$ cat config.mk
export PLATFORM = sky130hd
export DESIGN_NAME = mem_port_arbiter
export DESIGN_NICKNAME = d
export VERILOG_FILES = /design/src/rtl/mem_port_arbiter.sv
export SDC_FILE = /design/constraint.sdc
export NUM_CORES = 1
export LEC_CHECK = 0
export CORE_UTILIZATION = 37
export CTS_CLUSTER_DIAMETER = 40
export DETAILED_ROUTE_END_ITERATION = 7
export GPL_ROUTABILITY_DRIVEN = 0
export PLACE_DENSITY = 0.74
export SKIP_LAST_GASP = 1
export SYNTH_ARGS = -nofsm -noshare
export SYNTH_HDL_FRONTEND = slang
export SYNTH_SLANG_ARGS = --single-unit
export TNS_END_PERCENT = 1
$ cat constraint.sdc
create_clock -name clk -period 5 [get_ports clk]
set_input_delay 1 -clock clk [delete_from_list [all_inputs] [get_ports clk]]
set_output_delay 1 -clock clk [all_outputs]
set_load 0.01 [all_outputs]
$ cat src/rtl/mem_port_arbiter.sv
// Shares one unified instruction/data memory port between fetch (IF) and load/store (D).
// Each access goes arbitrate -> issue -> wait out the read latency -> return, and only
// one access is ever outstanding.
// Build option: define MEM_PORT_ARB_RR_EN for round-robin arbitration. Otherwise D has
// fixed priority, and IF wins once D has been granted STARVE_LIMIT times in a row while
// if_req was waiting.
module mem_port_arbiter #(
  parameter int unsigned ADDR_W       = 32,
  parameter int unsigned DATA_W       = 32,
  parameter int unsigned MEM_LATENCY  = 1,
  parameter int unsigned STARVE_LIMIT = 4
) (
  input  logic              clk,
  input  logic              reset,
  input  logic              if_req,
  input  logic [ADDR_W-1:0] if_addr,
  output logic              if_gnt,
  output logic              if_rvalid,
  output logic [DATA_W-1:0] if_rdata,
  input  logic              d_req,
  input  logic              d_we,
  input  logic [ADDR_W-1:0] d_addr,
  input  logic [DATA_W-1:0] d_wdata,
  output logic              d_gnt,
  output logic              d_rvalid,
  output logic [DATA_W-1:0] d_rdata,
  output logic [ADDR_W-1:0] mem_addr,
  output logic [DATA_W-1:0] mem_wdata,
  output logic              mem_we,
  input  logic [DATA_W-1:0] mem_rdata,
  output logic              busy
);

  // WAIT plus RESP span MEM_LATENCY cycles, and RESP is always the final one.
  // mem_rdata is captured on the edge that leaves RESP, so the single IDLE cycle that
  // follows carries rvalid and is also the next arbitration cycle.
  localparam logic [3:0] LatLast = 4'(MEM_LATENCY - 1);

  typedef enum logic [1:0] {StIdle, StWait, StResp} state_e;

  state_e            state_q, state_d;
  logic [3:0]        lat_cnt_q, lat_cnt_d;
  logic              if_gnt_q, if_gnt_d, d_gnt_q, d_gnt_d;
  logic              if_rvalid_q, if_rvalid_d, d_rvalid_q, d_rvalid_d;
  logic [DATA_W-1:0] if_rdata_q, if_rdata_d, d_rdata_q, d_rdata_d;
  logic [ADDR_W-1:0] mem_addr_q, mem_addr_d;
  logic [DATA_W-1:0] mem_wdata_q, mem_wdata_d;
  logic              mem_we_q, mem_we_d;
  logic              own_if_q, own_if_d;  // outstanding access belongs to IF
  logic              own_we_q, own_we_d;  // outstanding access is a write
  logic              pick_if, pick_d;

`ifdef MEM_PORT_ARB_RR_EN
  logic last_d_q, last_d_d;  // 1: D won the last grant
`else
  localparam logic [3:0] StarveLim = 4'(STARVE_LIMIT);
  logic [3:0] starve_q, starve_d;
`endif

  // Winner selection among the current requests.
  always_comb begin
`ifdef MEM_PORT_ARB_RR_EN
    pick_if = if_req & (~d_req | last_d_q);
`else
    pick_if = if_req & (~d_req | (starve_q == StarveLim));
`endif
    pick_d = d_req & ~pick_if;
  end

  // Next-state and registered-output computation.
  always_comb begin
    state_d     = state_q;
    lat_cnt_d   = lat_cnt_q;
    if_gnt_d    = 1'b0;
    d_gnt_d     = 1'b0;
    if_rvalid_d = 1'b0;
    d_rvalid_d  = 1'b0;
    mem_we_d    = 1'b0;
    if_rdata_d  = if_rdata_q;
    d_rdata_d   = d_rdata_q;
    mem_addr_d  = mem_addr_q;
    mem_wdata_d = mem_wdata_q;
    own_if_d    = own_if_q;
    own_we_d    = own_we_q;
`ifdef MEM_PORT_ARB_RR_EN
    last_d_d    = last_d_q;
`else
    starve_d    = starve_q;
`endif
    case (state_q)
      StIdle: begin
        if (pick_if || pick_d) begin
          if_gnt_d   = pick_if;
          d_gnt_d    = pick_d;
          own_if_d   = pick_if;
          own_we_d   = pick_d & d_we;
          mem_we_d   = pick_d & d_we;
          mem_addr_d = pick_if ? if_addr : d_addr;
          // mem_wdata keeps the last store data; reads and fetches leave it alone.
          if (pick_d && d_we) mem_wdata_d = d_wdata;
          lat_cnt_d  = 4'd1;
          state_d    = (LatLast == 4'd0) ? StResp : StWait;
`ifdef MEM_PORT_ARB_RR_EN
          last_d_d   = pick_d;
`else
          if (pick_d && if_req) begin
            starve_d = (starve_q == 4'hF) ? starve_q : starve_q + 4'd1;
          end else begin
            starve_d = 4'd0;
          end
`endif
        end
      end
      StWait: begin
        if (lat_cnt_q >= LatLast) begin
          state_d = StResp;
        end else begin
          lat_cnt_d = lat_cnt_q + 4'd1;
        end
      end
      StResp: begin
        state_d   = StIdle;
        lat_cnt_d = 4'd0;
        if (own_if_q) begin
          if_rvalid_d = 1'b1;
          if_rdata_d  = mem_rdata;
        end else begin
          d_rvalid_d = 1'b1;
          if (!own_we_q) d_rdata_d = mem_rdata;
        end
      end
      default: state_d = StIdle;
    endcase
  end

  // State and output registers; reset abandons any access in flight.
  always_ff @(posedge clk or posedge reset) begin
    if (reset) begin
      state_q     <= StIdle;
      lat_cnt_q   <= 4'd0;
      if_gnt_q    <= 1'b0;
      d_gnt_q     <= 1'b0;
      if_rvalid_q <= 1'b0;
      d_rvalid_q  <= 1'b0;
      if_rdata_q  <= '0;
      d_rdata_q   <= '0;
      mem_addr_q  <= '0;
      mem_wdata_q <= '0;
      mem_we_q    <= 1'b0;
      own_if_q    <= 1'b0;
      own_we_q    <= 1'b0;
`ifdef MEM_PORT_ARB_RR_EN
      last_d_q    <= 1'b1;
`else
      starve_q    <= 4'd0;
`endif
    end else begin
      state_q     <= state_d;
      lat_cnt_q   <= lat_cnt_d;
      if_gnt_q    <= if_gnt_d;
      d_gnt_q     <= d_gnt_d;
      if_rvalid_q <= if_rvalid_d;
      d_rvalid_q  <= d_rvalid_d;
      if_rdata_q  <= if_rdata_d;
      d_rdata_q   <= d_rdata_d;
      mem_addr_q  <= mem_addr_d;
      mem_wdata_q <= mem_wdata_d;
      mem_we_q    <= mem_we_d;
      own_if_q    <= own_if_d;
      own_we_q    <= own_we_d;
`ifdef MEM_PORT_ARB_RR_EN
      last_d_q    <= last_d_d;
`else
      starve_q    <= starve_d;
`endif
    end
  end

  assign if_gnt    = if_gnt_q;
  assign d_gnt     = d_gnt_q;
  assign if_rvalid = if_rvalid_q;
  assign d_rvalid  = d_rvalid_q;
  assign if_rdata  = if_rdata_q;
  assign d_rdata   = d_rdata_q;
  assign mem_addr  = mem_addr_q;
  assign mem_wdata = mem_wdata_q;
  assign mem_we    = mem_we_q;
  assign busy      = (state_q != StIdle);

endmodule
## Word-level counts from Yosys, hierarchy flattened

Index checks and enable logic that the tools add are counted.

- Add/sub/neg operators: 2
- $lt $le $gt $ge: 1
- Equal/unequal tests: 8
- Mux-type cells: 19
- Bitwise gates (word level): 8
- Reduce and logical (&&, ||, !) cells: 13

Operator list:

| cell | count |
|---|---|
| $mux 32 | 1 |
| $mux 4 | 4 |
| $pmux 4 s3 | 1 |
| $reduce_and 3->1 | 4 |
| $mux 1 | 10 |
| $add 4x1->4 const B | 2 |
| $ne 2x2->1 const B | 4 |
| $reduce_and 2->1 | 3 |
| $eq 4x3->1 const B | 1 |
| $eq 4x4->1 const B | 1 |
| $ge 4x1->1 const B | 1 |
| $mux 2 | 2 |
| $not 1->1 | 4 |
| $pmux 2 s2 | 1 |
| $and 1x1->1 | 3 |
| $reduce_bool 3->1 | 1 |
| $eq 2x1->1 const B | 1 |
| $eq 2x2->1 const B | 1 |
| $logic_and 1x1->1 | 2 |
| $logic_not 2->1 | 1 |
| $reduce_bool 2->1 | 1 |
| $logic_or 1x1->1 | 1 |
| $or 1x1->1 | 1 |

- Flip-flop bits (word level): 145
- Output and inout bits: 134
- Logic and storage cells: 65

## Longest topological paths before layout

Gate-level depths: netlist (run 1).

- Depth after elaboration: 8
- Mapped depth: 7
- Depth with buffers taken out: 5

## Least setup slack after synthesis (run 1)

No wires, ideal clock.

- Path type: input-to-reg
- From: input if_req
- To: register mem_wdata_q[0], in the netlist mem_wdata[0]
- Setup time: 125 ps
- Data arrival time: 1940 ps
- Data required time: 4875 ps
- Slack: 2934 ps
- Stages on the path: 5
- Buffers on the path: 2
- Path through: nand4b_2 > and4b_1 > buf_6 > buf_6 > mux2_4

- Word-level cells in the longest chain between the ends: 5
- Elaborated cells on any way between the ends: 6
- Classes of those cells: bitwise: 3; reduce/logical: 3

Ends and longest elaborated chain:

| item | RTL line | RTL |
|---|---|---|
| start, declared | 15 | `input logic if_req,` |
| $and 1x1->1 (*) | 65 | `pick_if = if_req & (~d_req \| (starve_q == StarveLim));` |
| $not 1->1 | 67 | `pick_d = d_req & ~pick_if;` |
| $and 1x1->1 | 67 |  |
| $logic_or 1x1->1 / $logic_and 1x1->1 (equally long branches) | 92, 100 |  |
| $reduce_and 3->1 (no line) (*) | - |  |
| end signal, assigned | 167 | `mem_wdata_q <= mem_wdata_d;` |
| end, declared | 47 | `logic [DATA_W-1:0] mem_wdata_q, mem_wdata_d;` |

Every way passes the cells marked *; elsewhere a longest branch is shown, timed or not.
A chain may end at the register's enable or synchronous reset.

## Final worst setup path (run 1)

- From: input d_req
- To: register mem_addr_q[13], in the netlist mem_addr[13]

- Word-level cells in the longest chain between the ends: 7
- Elaborated cells on any way between the ends: 8
- Classes of those cells: mux: 1; bitwise: 5; reduce/logical: 2

Ends and longest elaborated chain:

| item | RTL line | RTL |
|---|---|---|
| start, declared | 20 | `input logic d_req,` |
| $not 1->1 | 65 |  |
| $or 1x1->1 | 65 |  |
| $and 1x1->1 | 65 |  |
| $not 1->1 | 67 |  |
| $and 1x1->1 | 67 |  |
| $logic_or 1x1->1 | 92 | `if (pick_if \|\| pick_d) begin` |
| $reduce_and 2->1 (no line) | - |  |
| end signal, assigned | 166 | `mem_addr_q <= mem_addr_d;` |
| end, declared | 46 | `logic [ADDR_W-1:0] mem_addr_q, mem_addr_d;` |

Parallel ways exist; a longest one is shown, timed or not.

==> flow_metrics.env, run 1 <==
export IMPL_setup_violations=0
export IMPL_cts_root_buf="clkbuf_16"
export IMPL_post_cts_setup_buffer_count=0
export IMPL_synthMuxAreaShare_pct=20.53
export IMPL_die_y_um=127.0
export IMPL_setup_tns_ps=0
export IMPL_peakVddDrop_uv=225.4
export IMPL_yosys_area_share_simple_pct=9.874
export IMPL_critPathKind="in -> reg"
export IMPL_status="completed"
export IMPL_max_freq_mhz=324.8
export IMPL_critical_path_endpoint="mem_addr[13]$_DFFE_PP0P_"
export IMPL_slew_headroom_pct=16.56
export IMPL_holdWs_ps=481.7
export IMPL_cp_arrival_ps=3310
export IMPL_ctsHoldBuffers=0
export IMPL_synth_fa_ha_area_share_pct=0.4331
export IMPL_worst_r2r_endpoint="mem_addr[13]$_DFFE_PP0P_"
export IMPL_synthTopCellsByArea="dfrtp_1 61%, mux2_2 13%, mux2_4 7.3%"
export IMPL_worstPathRequired_ps=5230
export IMPL_synth_nets=569
export IMPL_vias_per_cell=5.109
export IMPL_ant_nets=0
export IMPL_die_area_um2=16120
export IMPL_p_total_mw=4.503
export IMPL_finalHoldViolations=0
export IMPL_cts_sinks=140
export IMPL_drtIter0Drc=243
export IMPL_synth_xor_area_share_pct=0
export IMPL_grt_pass1_vias=4704
export IMPL_diodes=0
export IMPL_critPathLaunch="d_req"
export IMPL_cts_inserted_buffers=17
export IMPL_io_pins=267
export IMPL_drcViolationCount=0
export IMPL_fin_crit_sh_pct=61.58
export IMPL_antenna_found_initial=0
export IMPL_vias=4562
export IMPL_pwr_density_cell_nw_per_um2=492.2
export IMPL_fin_skew_ps=7.246
export IMPL_drive_gt1_share_pct=19.72
export IMPL_cts_resized=0
export IMPL_path_max_fanout=34
export IMPL_preCtsSetupSlack_ps=1521
export IMPL_period_minus_slack_ps=3079
export IMPL_synth_seq_cells=140
export IMPL_r2r_start="starve_q[0]$_DFFE_PP0P_"
export IMPL_portBuffers=266
export IMPL_firstDrtPassIters=4
export IMPL_clkTransAtPathRegs_ps=60
export IMPL_cts_tree="yes"
export IMPL_finalInstanceArea_um2=9148
export IMPL_placedInstanceArea_um2=8564
export IMPL_initial_core_util_pct=38.01
export IMPL_power_leakage_nw=3.816
export IMPL_hp_class="reg -> reg"
export IMPL_synth_warnings=0
export IMPL_die_w_um=127.0
export IMPL_yosys_area_top_type="dfrtp_1"
export IMPL_grt_max_degree=78
export IMPL_htree_levels=4
export IMPL_slew_violations=0
export IMPL_worstMarginPinSlew_ps=1252
export IMPL_layout_commonest_cell="clkdlybuf4s50_1"
export IMPL_regToRegSetupSlack_ps=2390
export IMPL_rsz0062_at_grt="false"
export IMPL_syn_avg_cell_area_um2=13.31
export IMPL_wl_per_cell_um=17.19
export IMPL_syn_inst=434
export IMPL_grt_pass1_wl_mm=24.39
export IMPL_grt_overflow=0
export IMPL_layout_common_cells="266 x clkdlybuf4s50_1, 140 x dfrtp_1, 67 x mux2_2, 66 x nand2_1"
export IMPL_cp_start_kind="primary input"
export IMPL_clock_latency_ps=400
export IMPL_dp_hpwl_mm=10.94
export IMPL_reg2regPathDepth=6
export IMPL_end_kind="register"
export IMPL_core_area_um2=15200
export IMPL_syn_area_um2=5778
export IMPL_drt_wl_total_mm=15.35
export IMPL_yosysTopAreaCellShare_pct=60.63
export IMPL_cap_violations=0
export IMPL_clockBufferDepth=2
export IMPL_seq_area_frac_synth_pct=60.63
export IMPL_grtUsageTotal_pct=19.57
export IMPL_area_delta_synth_final_pct=58.32
export IMPL_fin_ws_ps=1921
export IMPL_synth_compound_area_share_pct=5.132
export IMPL_synth_top_family_by_area="multiplexers"
export IMPL_ys_types=37
export IMPL_rows=45
export IMPL_final_nets=827
kinds of logic after synthesis:
family	after synthesis
fa+ha+maj	2
flops	140
buf+inv	39
compound gates	42
simple gates	115
mux	96
power by group:
part | internal (mW) | leakage, nW | total [mW] | switching (mW)
Sequential | 1.49 | 1.67 | 1.69 | 0.195
Combinational | 1.00 | 1.86 | 1.59 | 0.591
Clock | 0.748 | 0.286 | 1.22 | 0.473
Total | 3.24 | 3.82 | 4.50 | 1.26
how the worst min path moves through the flow:
stage                                       from                     end  depth (start not counted)
after floorplan             own_if_q$_DFFE_PP0P_      d_rvalid$_DFF_PP0_                          1
after global placement      own_if_q$_DFFE_PP0P_      d_rvalid$_DFF_PP0_                          1
after detailed placement    own_if_q$_DFFE_PP0P_      d_rvalid$_DFF_PP0_                          1
after CTS                   own_if_q$_DFFE_PP0P_      d_rvalid$_DFF_PP0_                          1
after global routing      d_rdata[5]$_DFFE_PP0P_  d_rdata[5]$_DFFE_PP0P_                          1
final                       own_if_q$_DFFE_PP0P_      d_rvalid$_DFF_PP0_                          1
registers in the layout (all words and copies together) (netlist names):
signal     cells
state_q        1
if_rvalid      1
if_rdata      32
mem_addr      32
mem_wdata     32
own_if_q       1
starve_q       4
d_gnt          1
mem_we         1
d_rdata       32
if_gnt         1
d_rvalid       1
own_we_q       1
through the flow:
stage | cells | util (%)
after CTS | 893 | 60.17
final | 893 | 60.17
after floorplan | 434 | -
after global routing | 893 | 60.17
after detailed placement | 861 | 56.34
after global placement | 861 | 56.34
critical path, cell delays in order:
cell	delay (ps)
clkdlybuf4s50_1	540
nand2b_1	130
buf_4	330
and2_1	1030
o211ai_1	240
synth_stat cells (all sizes together):
cell type  count
and4           1
nor3           1
clkbuf        15
nand2         66
a21oi          3
inv            6
a31oi          1
nor4           1
nand3          1
o21bai         1
o21ai          4
and4b          1
nor3b          1
ha             2
nand4         32
and3           1
or3            1
nand2b         1
o211ai        32
and2           1
and3b          1
a21o           1
mux2          96
nand4b         1
nor2b          2
buf           18
dfrtp        140
nor2           1
nand3b         2
routing by layer:
| layer | wire, µm | GRT usage, % |
|---|---|---|
| met5 | 0 | 0 |
| met4 | 307 | 7.773 |
| met3 | 1392 | 6.917 |
| met2 | 7335 | 32.26 |
| met1 | 6313 | 23.40 |
area by class of cell:
| cell class | count | area [µm²] |
|---|---|---|
| clock buffers | 18 | 439.2 |
| clock inverters | 14 | 143.9 |
| fillers | 1215 | 6055 |
| inverters | 6 | 27.53 |
| multi-input cells | 255 | 2091 |
| flip-flops and latches | 140 | 3503 |
| well taps | 188 | 235.2 |
| repair buffers | 272 | 2708 |
No activity file was read; power rests on OpenSTA's default activity.
==> inputs of run 2 (changes only) <==
==> constraint.sdc (replaced) <==
create_clock -name clk -period 2.8 [get_ports clk]
set_input_delay 0.56 -clock clk [delete_from_list [all_inputs] [get_ports clk]]
set_output_delay 0.56 -clock clk [all_outputs]
set_load 0.01 [all_outputs]
==> run 2 against run 1 <==
  * Design area is 1.3% higher
  * Largest power group unchanged
  * Via count shrank 1.5%
  * Highest routed layer unchanged
  * Critical path type is now reg -> out
  * Largest cell class unchanged
  * Register-to-register slack worse by 1400 ps
==> flow_metrics.env, run 2 (synthesis results as in run 1) <==
export IMPL_ant_nets=0
export IMPL_final_nets=834
export IMPL_slew_headroom_pct=61.05
export IMPL_setup_violations=0
export IMPL_fillers=1202
export IMPL_cts_sinks=140
export IMPL_dp_hpwl_mm=10.99
export IMPL_setup_tns_ps=0
export IMPL_cap_violations=0
export IMPL_cts_resized=0
export IMPL_peakVddDrop_uv=393.3
export IMPL_worstPathRequired_ps=2240
export IMPL_cp_cell_sequence="clkdlybuf4s50_1"
export IMPL_holdWs_ps=499.0
export IMPL_place_inst=868
export IMPL_power_leakage_nw=3.862
export IMPL_cpMaxStageDelayCell="clkdlybuf4s50_1"
export IMPL_layout_commonest_cell="clkdlybuf4s50_1"
export IMPL_area_delta_synth_final_pct=60.44
export IMPL_clockBufferDepth=2
export IMPL_diodes=0
export IMPL_hp_class="reg -> reg"
export IMPL_grt_pass1_wl_mm=24.05
export IMPL_firstDrtPassIters=4
export IMPL_grt_max_degree=54
export IMPL_grtUsageTotal_pct=19.09
export IMPL_grt_pass1_vias=4673
export IMPL_clkTransAtPathRegs_ps=60
export IMPL_finalInstanceArea_um2=9270
export IMPL_drcViolationCount=0
export IMPL_grt_overflow=0
export IMPL_drive_gt1_share_pct=20.22
export IMPL_rows=45
export IMPL_die_w_um=127.0
export IMPL_vias_per_cell=4.993
export IMPL_period_minus_slack_ps=2018
export IMPL_htree_levels=4
export IMPL_status="completed"
export IMPL_cts_inserted_buffers=17
export IMPL_path_delay_family="buffers and inverters"
export IMPL_pwr_density_cell_nw_per_um2=871.9
export IMPL_finalNonFillerCells=900
export IMPL_finalHoldViolations=0
export IMPL_rsz0062_at_grt="false"
export IMPL_cp_arrival_ps=1460
export IMPL_critPathKind="reg -> out"
export IMPL_worstMarginPinSlew_ps=583.1
export IMPL_path_max_fanout=8
export IMPL_drt_wl_total_mm=15.06
export IMPL_critPathMaxStageDelay_ps=590
export IMPL_die_y_um=127.0
export IMPL_io_pins=267
export IMPL_end_kind="output pin"
export IMPL_drtIter0Drc=141
export IMPL_preCtsSetupSlack_ps=578.2
export IMPL_max_freq_mhz=495.7
export IMPL_post_cts_setup_buffer_count=0
export IMPL_core_area_um2=15200
export IMPL_slew_violations=0
export IMPL_die_area_um2=16120
export IMPL_cp_start_kind="register"
export IMPL_wl_per_cell_um=16.73
export IMPL_placedInstanceArea_um2=8681
export IMPL_antenna_found_initial=0
export IMPL_final_core_util_pct=60.98
export IMPL_clock_latency_ps=410
export IMPL_path_buf_inv=1
export IMPL_layout_common_cells="266 x clkdlybuf4s50_1, 140 x dfrtp_1, 67 x mux2_2, 66 x nand2_1"
export IMPL_fin_ws_ps=782.5
export IMPL_cts_root_buf="clkbuf_16"
export IMPL_portBuffers=266
export IMPL_ctsHoldBuffers=0
export IMPL_p_total_mw=8.083
export IMPL_cts_tree="yes"
export IMPL_initial_core_util_pct=38.01
export IMPL_fin_skew_ps=8.275
export IMPL_vias=4494
export IMPL_fin_crit_sh_pct=72.05
run 2: changes by cell type in the layout (fill, tap and decap cells not counted), sizes merged:
cell,previous run,this run
inv,8,5
clkinv,8,5
clkinvlp,2,4
buf,6,13
clkbuf,18,22
run 2: path summary, 6_finish.rpt:
path / to / cells after the start / from / slack [ps]
min reg2reg: mem_addr[8]$_DFFE_PP0P_ / 2 / mem_addr[8]$_DFFE_PP0P_ / 500
min in group asynchronous: d_rdata[25]$_DFFE_PP0P_ / 2 / reset / 580
max reg2reg: mem_wdata[11]$_DFFE_PP0P_ / 6 / starve_q[0]$_DFFE_PP0P_ / 1000
max: busy / 1 / state_q[1]$_DFFE_PP0P_ / 780
min: mem_addr[8]$_DFFE_PP0P_ / 2 / mem_addr[8]$_DFFE_PP0P_ / 500
max in group asynchronous: if_rdata[14]$_DFFE_PP0P_ / 3 / reset / 1570
run 2: cell type report:
class / count / area [µm²] / area share (%)
clock inverter: 10 / 115.1 / 1.242
tap: 188 / 235.2 / 2.537
clock buffer: 22 / 474.2 / 5.115
inverter: 6 / 26.28 / 0.2834
timing repair buffer: 279 / 2823 / 30.45
multi-input combinational: 255 / 2093 / 22.58
sequential: 140 / 3503 / 37.79
run 2: worst register-to-register path: stages (launching register included):
cell and delay [ps]:
dfrtp_1 410, inv_1 60, ha_1 230, nand4b_2 120, and4b_2 280, buf_12 220
mux2_2 370
run 2: per-layer routing:
layer  part of all wire, %  vias to the layer above  global-route usage, %
met5                     0                        -                      0
met4                   2.6                        0                  8.193
met3                   7.6                       28                  6.073
met2                    49                      197                  31.71
met1                    41                     2191                  22.82
li1                      -                     2078                      -
run 2: power by group:
part           internal, mW  switching, mW  total [mW]
Sequential             2.67          0.361        3.03
Clock                  1.38          0.821        2.20
Combinational          1.81           1.04        2.85
